--- config.mk ---
export PLATFORM = sky130hd
export DESIGN_NAME = prach_fcw_sched
export DESIGN_NICKNAME = d
export VERILOG_FILES = /design/src/rtl/prach_fcw_sched.sv
export SDC_FILE = /design/constraint.sdc
export NUM_CORES = 1
export LEC_CHECK = 0
export CAP_MARGIN = 10
export CORE_MARGIN = 5
export CORE_UTILIZATION = 55
export DETAILED_ROUTE_END_ITERATION = 10
export PLACE_DENSITY = 0.92
export SLEW_MARGIN = 0
export SYNTH_ARGS = -nofsm -noshare
export SYNTH_HDL_FRONTEND = slang
export SYNTH_SLANG_ARGS = --single-unit
--- constraint.sdc ---
create_clock -name clk -period 6.9 [get_ports clk]
set_input_delay 0.69 -clock clk [delete_from_list [all_inputs] [get_ports clk]]
set_output_delay 0.69 -clock clk [all_outputs]
set_load 0.01 [all_outputs]
--- src/rtl/prach_fcw_sched.sv ---
// prach_fcw_sched: PRACH TDM channel/sync generator with a double-buffered FCW bank applied on frame boundaries.
module prach_fcw_sched #(
  parameter int NUM_ANT   = 3,
  parameter int NUM_CH    = 8,
  parameter int FCW_W     = 17,
  parameter int FRAME_LEN = 256
) (
  input  logic                             clk,
  input  logic                             rst,
  input  logic                             csr_wr_en,
  input  logic [4:0]                       csr_wr_addr,
  input  logic [FCW_W-1:0]                 csr_wr_data,
  input  logic                             csr_commit,
  input  logic                             csr_err_clr,
  output logic                             csr_pending,
  output logic                             csr_err,
  output logic                             commit_done,
  output logic [7:0]                       dout_chn,
  output logic                             sync_out,
  output logic [FCW_W*NUM_ANT*NUM_CH-1:0]  ctrl_fcw
);
  localparam int N  = NUM_ANT * NUM_CH;
  localparam int CW = $clog2(FRAME_LEN);
  localparam logic [CW-1:0] LAST = CW'(FRAME_LEN - 1);
  typedef enum logic [1:0] {IDLE, PENDING, APPLY} state_t;
  state_t state, state_n;
  logic [CW-1:0] fc, fc_n;
  logic [FCW_W-1:0] shadow [N];
  logic wr_ok, wr_bad;
  assign fc_n   = (fc == LAST) ? '0 : fc + 1'b1;
  assign wr_ok  = csr_wr_en && (32'(csr_wr_addr) < N) && !csr_pending;
  assign wr_bad = csr_wr_en && !wr_ok;
  always_ff @(posedge clk)
    if (rst) state <= IDLE;
    else     state <= state_n;
  always_comb
    state_n = (state == IDLE)    ? (csr_commit ? PENDING : IDLE) :
              (state == PENDING) ? ((fc == LAST) ? APPLY : PENDING) : IDLE;
  // pending covers the apply cycle too, so writes stay blocked until the bank is live
  always_comb begin
    csr_pending = (state != IDLE);
    commit_done = (state == APPLY);
  end
  always_ff @(posedge clk) begin
    if (rst) begin
      fc       <= LAST;
      sync_out <= 1'b0;
      dout_chn <= '0;
      csr_err  <= 1'b0;
      ctrl_fcw <= '0;
      for (int i = 0; i < N; i++) shadow[i] <= '0;
    end else begin
      fc       <= fc_n;
      sync_out <= (fc_n == '0);
      dout_chn <= 8'(32'(fc_n) % NUM_CH);
      csr_err  <= wr_bad | (csr_err & ~csr_err_clr);
      if (wr_ok) shadow[csr_wr_addr] <= csr_wr_data;
      if (state == PENDING && fc == LAST)
        for (int i = 0; i < N; i++) ctrl_fcw[i*FCW_W +: FCW_W] <= shadow[i];
    end
  end
endmodule

# Word-level counts from Yosys, hierarchy flattened

Memories as Yosys holds them, arrays and structs flattened. A register that Yosys moved wholly into a read port is not among the register bits.
Index checks and enable logic that the tools add are counted.

Flip-flop bits (word level): 20
RAM bits: 408
Input port bits: 27
Output and inout port bits: 420
Word-level logic and storage cells: 38
Memories: 1

Add/sub/neg operators: 1
Order comparisons: 1
Eq/ne operators: 3
Mux-type cells: 13
Bitwise logic cells: 3
Reductions and logical operators: 10

Memory list:

| name   | words | width | read ports | clocked after memory_dff | wr ports | line | source |
|---|---|---|---|---|---|---|---|
| shadow | 24    | 17    | 24         | 24                       | 24       | 28   | `logic [FCW_W-1:0] shadow [N];` |

Operator list:

| cell                                                            | count |
|---|---|
| 17-bit two-way mux                                              | 1 |
| 17-bit OR reduction                                             | 1 |
| 8-bit by 1-bit adder with 8-bit output, second input constant   | 1 |
| 8-bit == test, second input constant                            | 1 |
| 8-bit zero test                                                 | 1 |
| 8-bit two-way mux                                               | 1 |
| 1-bit two-way mux                                               | 7 |
| 2-bit two-way mux                                               | 3 |
| 5-bit < comparator, second input constant                       | 1 |
| 5-bit two-way mux                                               | 1 |
| 1-bit logical AND                                               | 4 |
| 2-bit by 1-bit == test with 1-bit output, second input constant | 1 |
| 2-bit == test, second input constant                            | 1 |
| 1-bit zero test                                                 | 2 |
| 2-bit zero test                                                 | 1 |
| 2-bit nonzero test                                              | 1 |
| 1-bit bitwise AND                                               | 1 |
| 1-bit inverter                                                  | 1 |
| 1-bit bitwise OR                                                | 1 |

# Longest topological paths before layout

Gate-level depths: netlist of run 1.

Depth after elaboration: 8
Gate-level depth with buffers: 10
Depth with buffers taken out: 5

# Worst setup path after synthesis of run 1

No wires, ideal clock.

Path kind: input-to-reg
From: in csr_wr_addr[3]
To: mem shadow[9][0], enable pin
Library setup time: 0.415 ns
Arrival: 2.683 ns
Required time: 6.485 ns
Slack: 3.802 ns
Cell stages on the path: 4
Path buffers: 1
Cells stage by stage: a211oi_2 > nand4b_1 > buf_2 > o21ai_0

RTL lines:

| element         | line | source |
|---|---|---|
| start, declared | 11   | `input logic [4:0] csr_wr_addr,` |
| end, declared   | 28   |  |

==> results of run 1 <==
-- per-stage QoR --
step	hold WS [ns]	total power [mW]	setup slack (ns)	cells	utilization, %
finish	0.452	11.2	3.29	3903	69.1
floorplan	0.471	6.28	3.80	2798	-
CTS	0.454	11.2	3.36	3901	69.1
global route	0.468	11.5	3.16	3902	69.1
detailed placement	0.445	6.85	2.71	3750	64.2
global placement	0.441	6.81	2.41	3748	64.1
-- state kept, by name, summed over array words and instances, names as in the netlist --
signal / count
ctrl_fcw: 408
csr_err: 1
shadow: 408
sync_out: 1
state: 2
fc: 8
dout_chn: 3
-- how the worst min path moves through the flow --
stage | to | slack (ns) | depth (start not counted)
2_1_floorplan | ctrl_fcw[0] | 0.47 | 2
3_3_place_gp | ctrl_fcw[76] | 0.44 | 2
3_5_place_dp | ctrl_fcw[357] | 0.45 | 2
4_1_cts | ctrl_fcw[357] | 0.45 | 2
5_1_grt | ctrl_fcw[357] | 0.47 | 2
6_report | ctrl_fcw[260] | 0.45 | 2
-- power breakdown --
group	internal, mW	leakage, nW	switching, mW
registers	5.42	7.63	0.165
logic	0.423	3.95	0.770
clock network	2.51	1.28	1.89
total	8.35	12.9	2.82
-- cells in the mapped netlist --
master / number
sky130_fd_sc_hd__nand2b_1: 2
sky130_fd_sc_hd__buf_4: 29
sky130_fd_sc_hd__and2_1: 408
sky130_fd_sc_hd__or3b_2: 2
sky130_fd_sc_hd__a211oi_2: 1
sky130_fd_sc_hd__dfxtp_1: 423
sky130_fd_sc_hd__clkbuf_2: 7
sky130_fd_sc_hd__nor3_1: 3
sky130_fd_sc_hd__nand4_1: 3
sky130_fd_sc_hd__a211oi_1: 1
sky130_fd_sc_hd__o32a_1: 1
sky130_fd_sc_hd__o21ai_0: 30
sky130_fd_sc_hd__nor2_2: 11
sky130_fd_sc_hd__nor2_1: 16
sky130_fd_sc_hd__or3_1: 2
sky130_fd_sc_hd__nor2_4: 6
sky130_fd_sc_hd__a2111oi_0: 1
sky130_fd_sc_hd__buf_1: 3
sky130_fd_sc_hd__buf_2: 32
sky130_fd_sc_hd__nor2b_1: 4
sky130_fd_sc_hd__xnor2_1: 1
sky130_fd_sc_hd__xor2_1: 1
sky130_fd_sc_hd__o22a_1: 1
sky130_fd_sc_hd__nand4b_1: 2
sky130_fd_sc_hd__nand3_1: 6
sky130_fd_sc_hd__a31oi_1: 1
sky130_fd_sc_hd__nand3b_1: 3
sky130_fd_sc_hd__nand2_1: 821
sky130_fd_sc_hd__clkbuf_1: 141
sky130_fd_sc_hd__o221ai_1: 1
sky130_fd_sc_hd__and4_1: 1
sky130_fd_sc_hd__ha_1: 2
sky130_fd_sc_hd__inv_1: 2
sky130_fd_sc_hd__a21oi_1: 411
sky130_fd_sc_hd__or2_2: 3
sky130_fd_sc_hd__o211ai_1: 1
sky130_fd_sc_hd__and3_1: 2
sky130_fd_sc_hd__edfxtp_1: 408
sky130_fd_sc_hd__conb_1: 1
-- logic make-up after synthesis --
family	synth area share, %
adders and majority gates	0.0833
buffers and inverters	3.20
and+or+nand+nor	20.1
AOI/OAI and AO/OA	7.58
xor gates and xnor gates	0.0583
other	0.0125
DFF	69.0
-- routing by layer --
layer	part of all wire, %	global-route usage (%)
met5	0	0
met4	5.3	15.0
met3	11	6.24
met2	48	46.0
met1	36	36.2
-- final cells by class --
| cell class | count | area [sq um] |
|---|---|---|
| Sequential cell | 831 | 20700 |
| Fill cell | 3434 | 16700 |
| Multi-Input combinational cell | 1753 | 8430 |
| Timing Repair Buffer | 468 | 4590 |
| Clock buffer | 119 | 2270 |
| Tap cell | 696 | 871 |
| Clock inverter | 32 | 375 |
| Inverter | 2 | 7.51 |
| Antenna cell | 2 | 5.00 |
-- cell usage in the layout, fill, tap and decap left out, types with 2 or more instances in the layout --
| cell | Yosys | layout |
|---|---|---|
| sky130_fd_sc_hd__a21oi_1 | 411 | 411 |
| sky130_fd_sc_hd__and2_1 | 408 | 408 |
| sky130_fd_sc_hd__buf_12 | 0 | 3 |
| sky130_fd_sc_hd__buf_2 | 32 | 17 |
| sky130_fd_sc_hd__buf_4 | 29 | 22 |
| sky130_fd_sc_hd__buf_8 | 0 | 3 |
| sky130_fd_sc_hd__bufinv_16 | 0 | 5 |
| sky130_fd_sc_hd__clkbuf_1 | 141 | 29 |
| sky130_fd_sc_hd__clkbuf_16 | 0 | 82 |
| sky130_fd_sc_hd__clkbuf_8 | 0 | 8 |
| sky130_fd_sc_hd__clkdlybuf4s50_1 | 0 | 423 |
| sky130_fd_sc_hd__clkinv_1 | 0 | 6 |
| sky130_fd_sc_hd__clkinv_2 | 0 | 10 |
| sky130_fd_sc_hd__clkinv_8 | 0 | 2 |
| sky130_fd_sc_hd__clkinvlp_4 | 0 | 3 |
| sky130_fd_sc_hd__conb_1 | 1 | 5 |
| sky130_fd_sc_hd__dfxtp_1 | 423 | 423 |
| sky130_fd_sc_hd__diode_2 | 0 | 2 |
| sky130_fd_sc_hd__edfxtp_1 | 408 | 408 |
| sky130_fd_sc_hd__ha_1 | 2 | 2 |
| sky130_fd_sc_hd__inv_16 | 0 | 4 |
| sky130_fd_sc_hd__nand2_1 | 821 | 821 |
| sky130_fd_sc_hd__nand2b_1 | 2 | 2 |
| sky130_fd_sc_hd__nand3_1 | 6 | 5 |
| sky130_fd_sc_hd__nand3b_1 | 3 | 3 |
| sky130_fd_sc_hd__nand4_1 | 3 | 3 |
| sky130_fd_sc_hd__nand4b_1 | 2 | 2 |
| sky130_fd_sc_hd__nor2_1 | 16 | 16 |
| sky130_fd_sc_hd__nor2_2 | 11 | 11 |
| sky130_fd_sc_hd__nor2_4 | 6 | 6 |
| sky130_fd_sc_hd__nor2b_1 | 4 | 4 |
| sky130_fd_sc_hd__nor3_1 | 3 | 3 |
| sky130_fd_sc_hd__o21ai_0 | 30 | 6 |
| sky130_fd_sc_hd__o21ai_1 | 0 | 16 |
| sky130_fd_sc_hd__o21ai_2 | 0 | 8 |
| sky130_fd_sc_hd__or2_2 | 3 | 3 |
| sky130_fd_sc_hd__or3_1 | 2 | 2 |
| sky130_fd_sc_hd__or3b_2 | 2 | 2 |
-- worst reg2reg max path: cells and delay by family, from the launching register on --
kind,cells,cell delay (ns)
AND/OR/NAND/NOR,3,2.39
flip-flops,1,0.41
AO/OA/AOI/OAI,1,0.48
==> metrics.txt, run 1 <==
setup repair after global routing missed its margin=false; type of the most critical hold path=reg -> reg; portion of the post-synthesis area used by sequential elements=69.0%; final cell area excluding filler cells=between 30000 and 40000 sq um; worst-case vdd ir drop=around 0.00021 V; gr ovfl total=0; sum of routed wire length over all layers=88.3 mm; Post-Syn Area=30000 sq um; CTS tree=built; Port Buffer Count=441; slowest library cell on the worst path=sky130_fd_sc_hd__nor2_1; worst-skew pair later-pin latency=0.63 ns; origin of the worst min-delay path=ctrl_fcw[260]; LEAKAGE=12.9 nW; via count of the first global-routing pass=between 20000 and 25000; number of rows in the core area=85; sum of net half-perimeters after detailed placement=50.2 mm; count of cells resized by post-cts repair=0; number of buffers and inverters on the critical path=1; number of primary I/O pins=447; setup slack, reg-to-reg=approximately 3.5 ns; count of warnings emitted by yosys=0; Cell Area, Placed=34600 sq um; layout overhead on the synthesized area=24.0%; vias per cell=5.72; post-CTS setup buffer count=0; Die Ht=244 microns; library cell occupying the most area in the post-synthesis netlist=sky130_fd_sc_hd__edfxtp_1; clock skew after layout=0.0203 ns; setup_tns=0 ns; flop and latch count out of synthesis=831; max cap viols=0; maximum number of pins on one net before global-route repair=240; Worst setup endpoint=shadow[16][10]; Arr. time, crit path=4.09 ns; standard cell core area=53900 sq um; synthesized area per cell=10.8 sq um; launching instance or port of the critical path=csr_wr_addr[3]; clock sinks=831; maximum net fanout on the critical path=17; TritonCTS buffer count=81; post-route DRC violation count=0; First-pass DRT Iterations=8; Max H-tree Level=3; count of mapped cells out of synthesis=2794; Worst Max-Slew Pin Slew=1.21 ns; category of the worst setup path launch point=input pin; hold_buf cts=0; slowest cell delay on critical path=1.15 ns; maximum buffer depth of the clock tree=3; Die Area=59400 sq um; cells taking the most area after synthesis=sky130_fd_sc_hd__edfxtp_1, sky130_fd_sc_hd__dfxtp_1, sky130_fd_sc_hd__nand2_1; clock-pin transition on the worst setup and hold timing paths=0.06 ns; max-slew violation count=0; clock root buffer master=sky130_fd_sc_hd__clkbuf_16; capture point of the worst reg-to-reg path=shadow[16][10]; startpoint of the lowest-slack register-to-register path=state[0]; first-pass GRT wire length=approximately 130 mm; routability congestion estimate=0.824; DRC violation total after the first TritonRoute iteration=2980; antenna violations before repair=6; result of the run=completed; Nets=3166; power density over the cells=300 nW/um^2; CP delay by family, top=simple AND/OR/NAND/NOR gates; critical path, cell by cell=clkdlybuf4s50_1 > a211oi_2 > nand3_1 > nor2_1 > and2_1; Starting Density=between 50% and 60%; number of hold violations in the final report=0; min cycle time layout=3.61 ns; achievable frequency=277 MHz; via count=22300; fraction of post-synthesis cell area in the top cell type by area=40.8%; startpoint-to-endpoint class of the critical path=in -> reg; data required time at the worst endpoint=between 7 and 8 ns; type of destination of the critical path=flip-flop; Stages on worst setup path=5; global-route usage over all layers=28.4%; final setup fails=0; Slew headroom=19.1%; Distinct cells, synth=39; number of cells on the worst reg-to-reg path=4; Final Cycle Share=~52%; horizontal die dimension=244 microns; number of nets still failing antenna checks after routing=0; detailed-route wire length per cell=22.6 microns; fraction of layout cells with a size suffix above 1=6.08%
No activity file was read; power rests on OpenSTA's default activity.
==> run 2: changes to the inputs <==
- CORE_UTILIZATION: 55 -> 49
- PLACE_DENSITY: 0.92 -> 0.87
- clock period: 6.9 -> 3 ns (I/O delays scaled with it)
==> run 2 against run 1 <==
Non-clock buffer count is 47 higher. Total power up 130%. Routed wire length fell by 0.85%. Sequential power grew 130%. Clock skew rose by 0.0051 ns. First-iteration DRC count decreased by 13%. Register-to-register slack got worse by 3.0 ns. Count of clock-buffer cells in the layout down 2. Core utilization down 6.4 points. Combinational power rose by 140%. Hold slack worse by 0.14 ns. Critical path type is now reg -> reg. Largest power group unchanged.
==> metrics.txt, run 2 (synthesis gave the netlist of run 1 again) <==
Internal Pwr Total=19.7 mW (+140%); Clock power frac=40.1% (+0.8 points); layout overhead on the synthesized area=26.4%; global-route usage over all layers=25.4% (-3.1 points); maximum number of pins on one net before global-route repair=194 (-19%); gr ovfl total=0 (unchanged); Worst Max-Slew Pin Slew=1.11 ns (-0.101 ns); origin of the worst min-delay path=csr_err_clr; Nets=3215 (+1.5%); clock-pin transition on the worst setup and hold timing paths=0.06 ns (about the same); registers with the most flip-flops=ctrl_fcw: 408 flops, shadow: 408 flops, fc: 8 flops; critical path, cell by cell=ha_1 > and4_1 > nand3_4 > buf_12 > buf_4 > nand2_1 > a21oi_1; maximum net fanout on the critical path=68 (+51); most common cell after layout, fill and taps aside=sky130_fd_sc_hd__nand2_1; sw power=6.57 mW (+130%); CTS tree=built; Starting Density=49.6% (-6.1 points); number of buffers and inverters on the critical path=2 (+1); startpoint-to-endpoint class of the critical path=reg -> reg; number of primary I/O pins=447 (unchanged); max-slew violation count=0 (unchanged); setup_tns=0 ns (unchanged); clock sinks=831 (unchanged); sum of net half-perimeters after detailed placement=52.5 mm (+4.7%); Die Area=66400 sq um (+12%); achievable frequency=398 MHz; min cycle time layout=2.51 ns; final setup fails=0 (unchanged); TritonCTS buffer count=83 (+2.5%); antenna violations before repair=6 (unchanged); Final Cycle Share=83.8%; horizontal die dimension=258 microns (+5.7%); DRC violation total after the first TritonRoute iteration=2591 (-13%); startpoint of the lowest-slack register-to-register path=fc[0]; Die Ht=258 microns (+5.7%); fraction of layout cells with a size suffix above 1=7.80% (+1.7 points); number of hold violations in the final report=0 (unchanged); CP delay by family, top=simple AND/OR/NAND/NOR gates; Reg power frac=49.0% (-1.0 points); power density over the cells=691 nW/um^2 (+130%); standard cell core area=60600 sq um (+12%); first-pass GRT wire length=130 mm (about the same); setup repair after global routing missed its margin=false; LEAKAGE=13.2 nW (+2.7%); type of destination of the critical path=flip-flop; via count=22100 (-0.87%); Port Buffer Count=441 (unchanged); max cap viols=0 (unchanged); worst-case vdd ir drop=0.000568 V (+170%); count of filler cells inserted in the layout=4363 (+27%); Slew headroom=25.9% (+6.7 points); detailed-route wire length per cell=21.7 microns (-4.2%); type of the most critical hold path=in -> reg; post-route DRC violation count=0 (unchanged); number of rows in the core area=90 (+5.9%); number of nets still failing antenna checks after routing=0 (unchanged); First-pass DRT Iterations=8 (unchanged); clock skew after layout=0.0254 ns (+0.00509 ns); share of power burned in combinational logic=10.9% (+0.2 points); worst-skew pair later-pin latency=0.64 ns (about the same); Arr. time, crit path=2.97 ns (-1.12 ns); clock root buffer master=sky130_fd_sc_hd__clkbuf_16; sum of routed wire length over all layers=87.6 mm (-0.85%); most used cells in the layout excluding fill and tap cells=sky130_fd_sc_hd__nand2_1, sky130_fd_sc_hd__dfxtp_1, sky130_fd_sc_hd__clkdlybuf4s50_1; launching instance or port of the critical path=fc[0]; vias per cell=5.47 (-4.2%); utilization of the core after routing=62.7% (-6.4 points); maximum buffer depth of the clock tree=3 (unchanged); share of total power consumed by net switching=25.0% (-0.23 points); data required time at the worst endpoint=3.45 ns (-3.92 ns); routability congestion estimate=0.813 (-1.3%); Max H-tree Level=3 (unchanged); post-CTS setup buffer count=0 (unchanged); via count of the first global-routing pass=21500 (-0.65%); slowest cell delay on critical path=0.45 ns (-0.70 ns); category of the worst setup path launch point=flip-flop; slowest library cell on the worst path=sky130_fd_sc_hd__dfxtp_1; result of the run=completed
-- run 2: cell count changes in the layout (fill, tap and decap cells not counted), sizes merged --
cell         previous run  this run
buf                    45        91
clkbuf                119       117
clkinv                 19        21
clkinvlp                3         5
inv                     7         9
bufinv                  5         6
diode                   2         1
dlygate4sd3             0         1
-- run 2: through the flow --
step / total power, mW / cell area (sq um) / setup slack [ns] / instances / hold slack [ns]
finish: 26.2 / 38000 / 0.486 / 4040 / 0.311
global route: 27.1 / 38000 / 0.373 / 4039 / 0.311
CTS: 26.3 / 38000 / 0.499 / 4039 / 0.268
detailed placement: 15.9 / 35200 / 0.375 / 3882 / 0.446
global placement: 15.8 / 35200 / 0.429 / 3882 / 0.441
floorplan: 14.4 / 30100 / 0.269 / 2798 / 0.454
-- run 2: worst reg2reg max path, delay by kind of cell, from the launching register on --
family / cells / cell delay [ns]
adders and majority gates: 1 / 0.35
and+or+nand+nor: 3 / 0.76
AOI/OAI and AO/OA: 1 / 0.07
DFF: 1 / 0.45
buffers and inverters: 2 / 0.71
-- run 2: area by class of cell --
cell class / count / area (sq um) / share of cell area (%)
flip-flops and latches: 831 / 20700 / 54.6
multi-input cells: 1753 / 8420 / 22.2
repair buffers: 515 / 5040 / 13.3
clock buffers: 117 / 2370 / 6.23
well taps: 782 / 978 / 2.58
clock inverters: 39 / 440 / 1.16
inverters: 2 / 7.51 / 0.0198
diodes: 1 / 2.50 / 0.00659
-- run 2: path summary, 6_finish.rpt --
kind	end	slack, ns	cells past startpoint
max	ctrl_fcw[361]	0.49	7
min	csr_err	0.31	3
max reg2reg	ctrl_fcw[361]	0.49	7
min reg2reg	ctrl_fcw[391]	0.45	2
-- run 2: what timing repair did --
action                                 4_1_cts  5_1_grt
setup endpoints to repair                    0        0
resized for setup                            0        0
hold buffers                                 1        0
endpoints found under the hold margin        9        0
-- run 2: per-layer routing --
layer | global-route usage (%) | part of all wire, %
met1 | 32.3 | 37
met2 | 42.3 | 49
met3 | 5.02 | 9.8
met4 | 11.2 | 4.7
met5 | 0 | 0.015
-- run 2: power by group through the flow --
stage / logic (mW) / clock network [mW] / registers [mW]
after floorplan: 1.31 / 0 / 13.1
after CTS: 2.84 / 10.7 / 12.8
after global routing: 3.06 / 11.1 / 12.9
after detailed placement: 2.81 / 0 / 13.1
after global placement: 2.76 / 0 / 13.1
final: 2.85 / 10.5 / 12.9
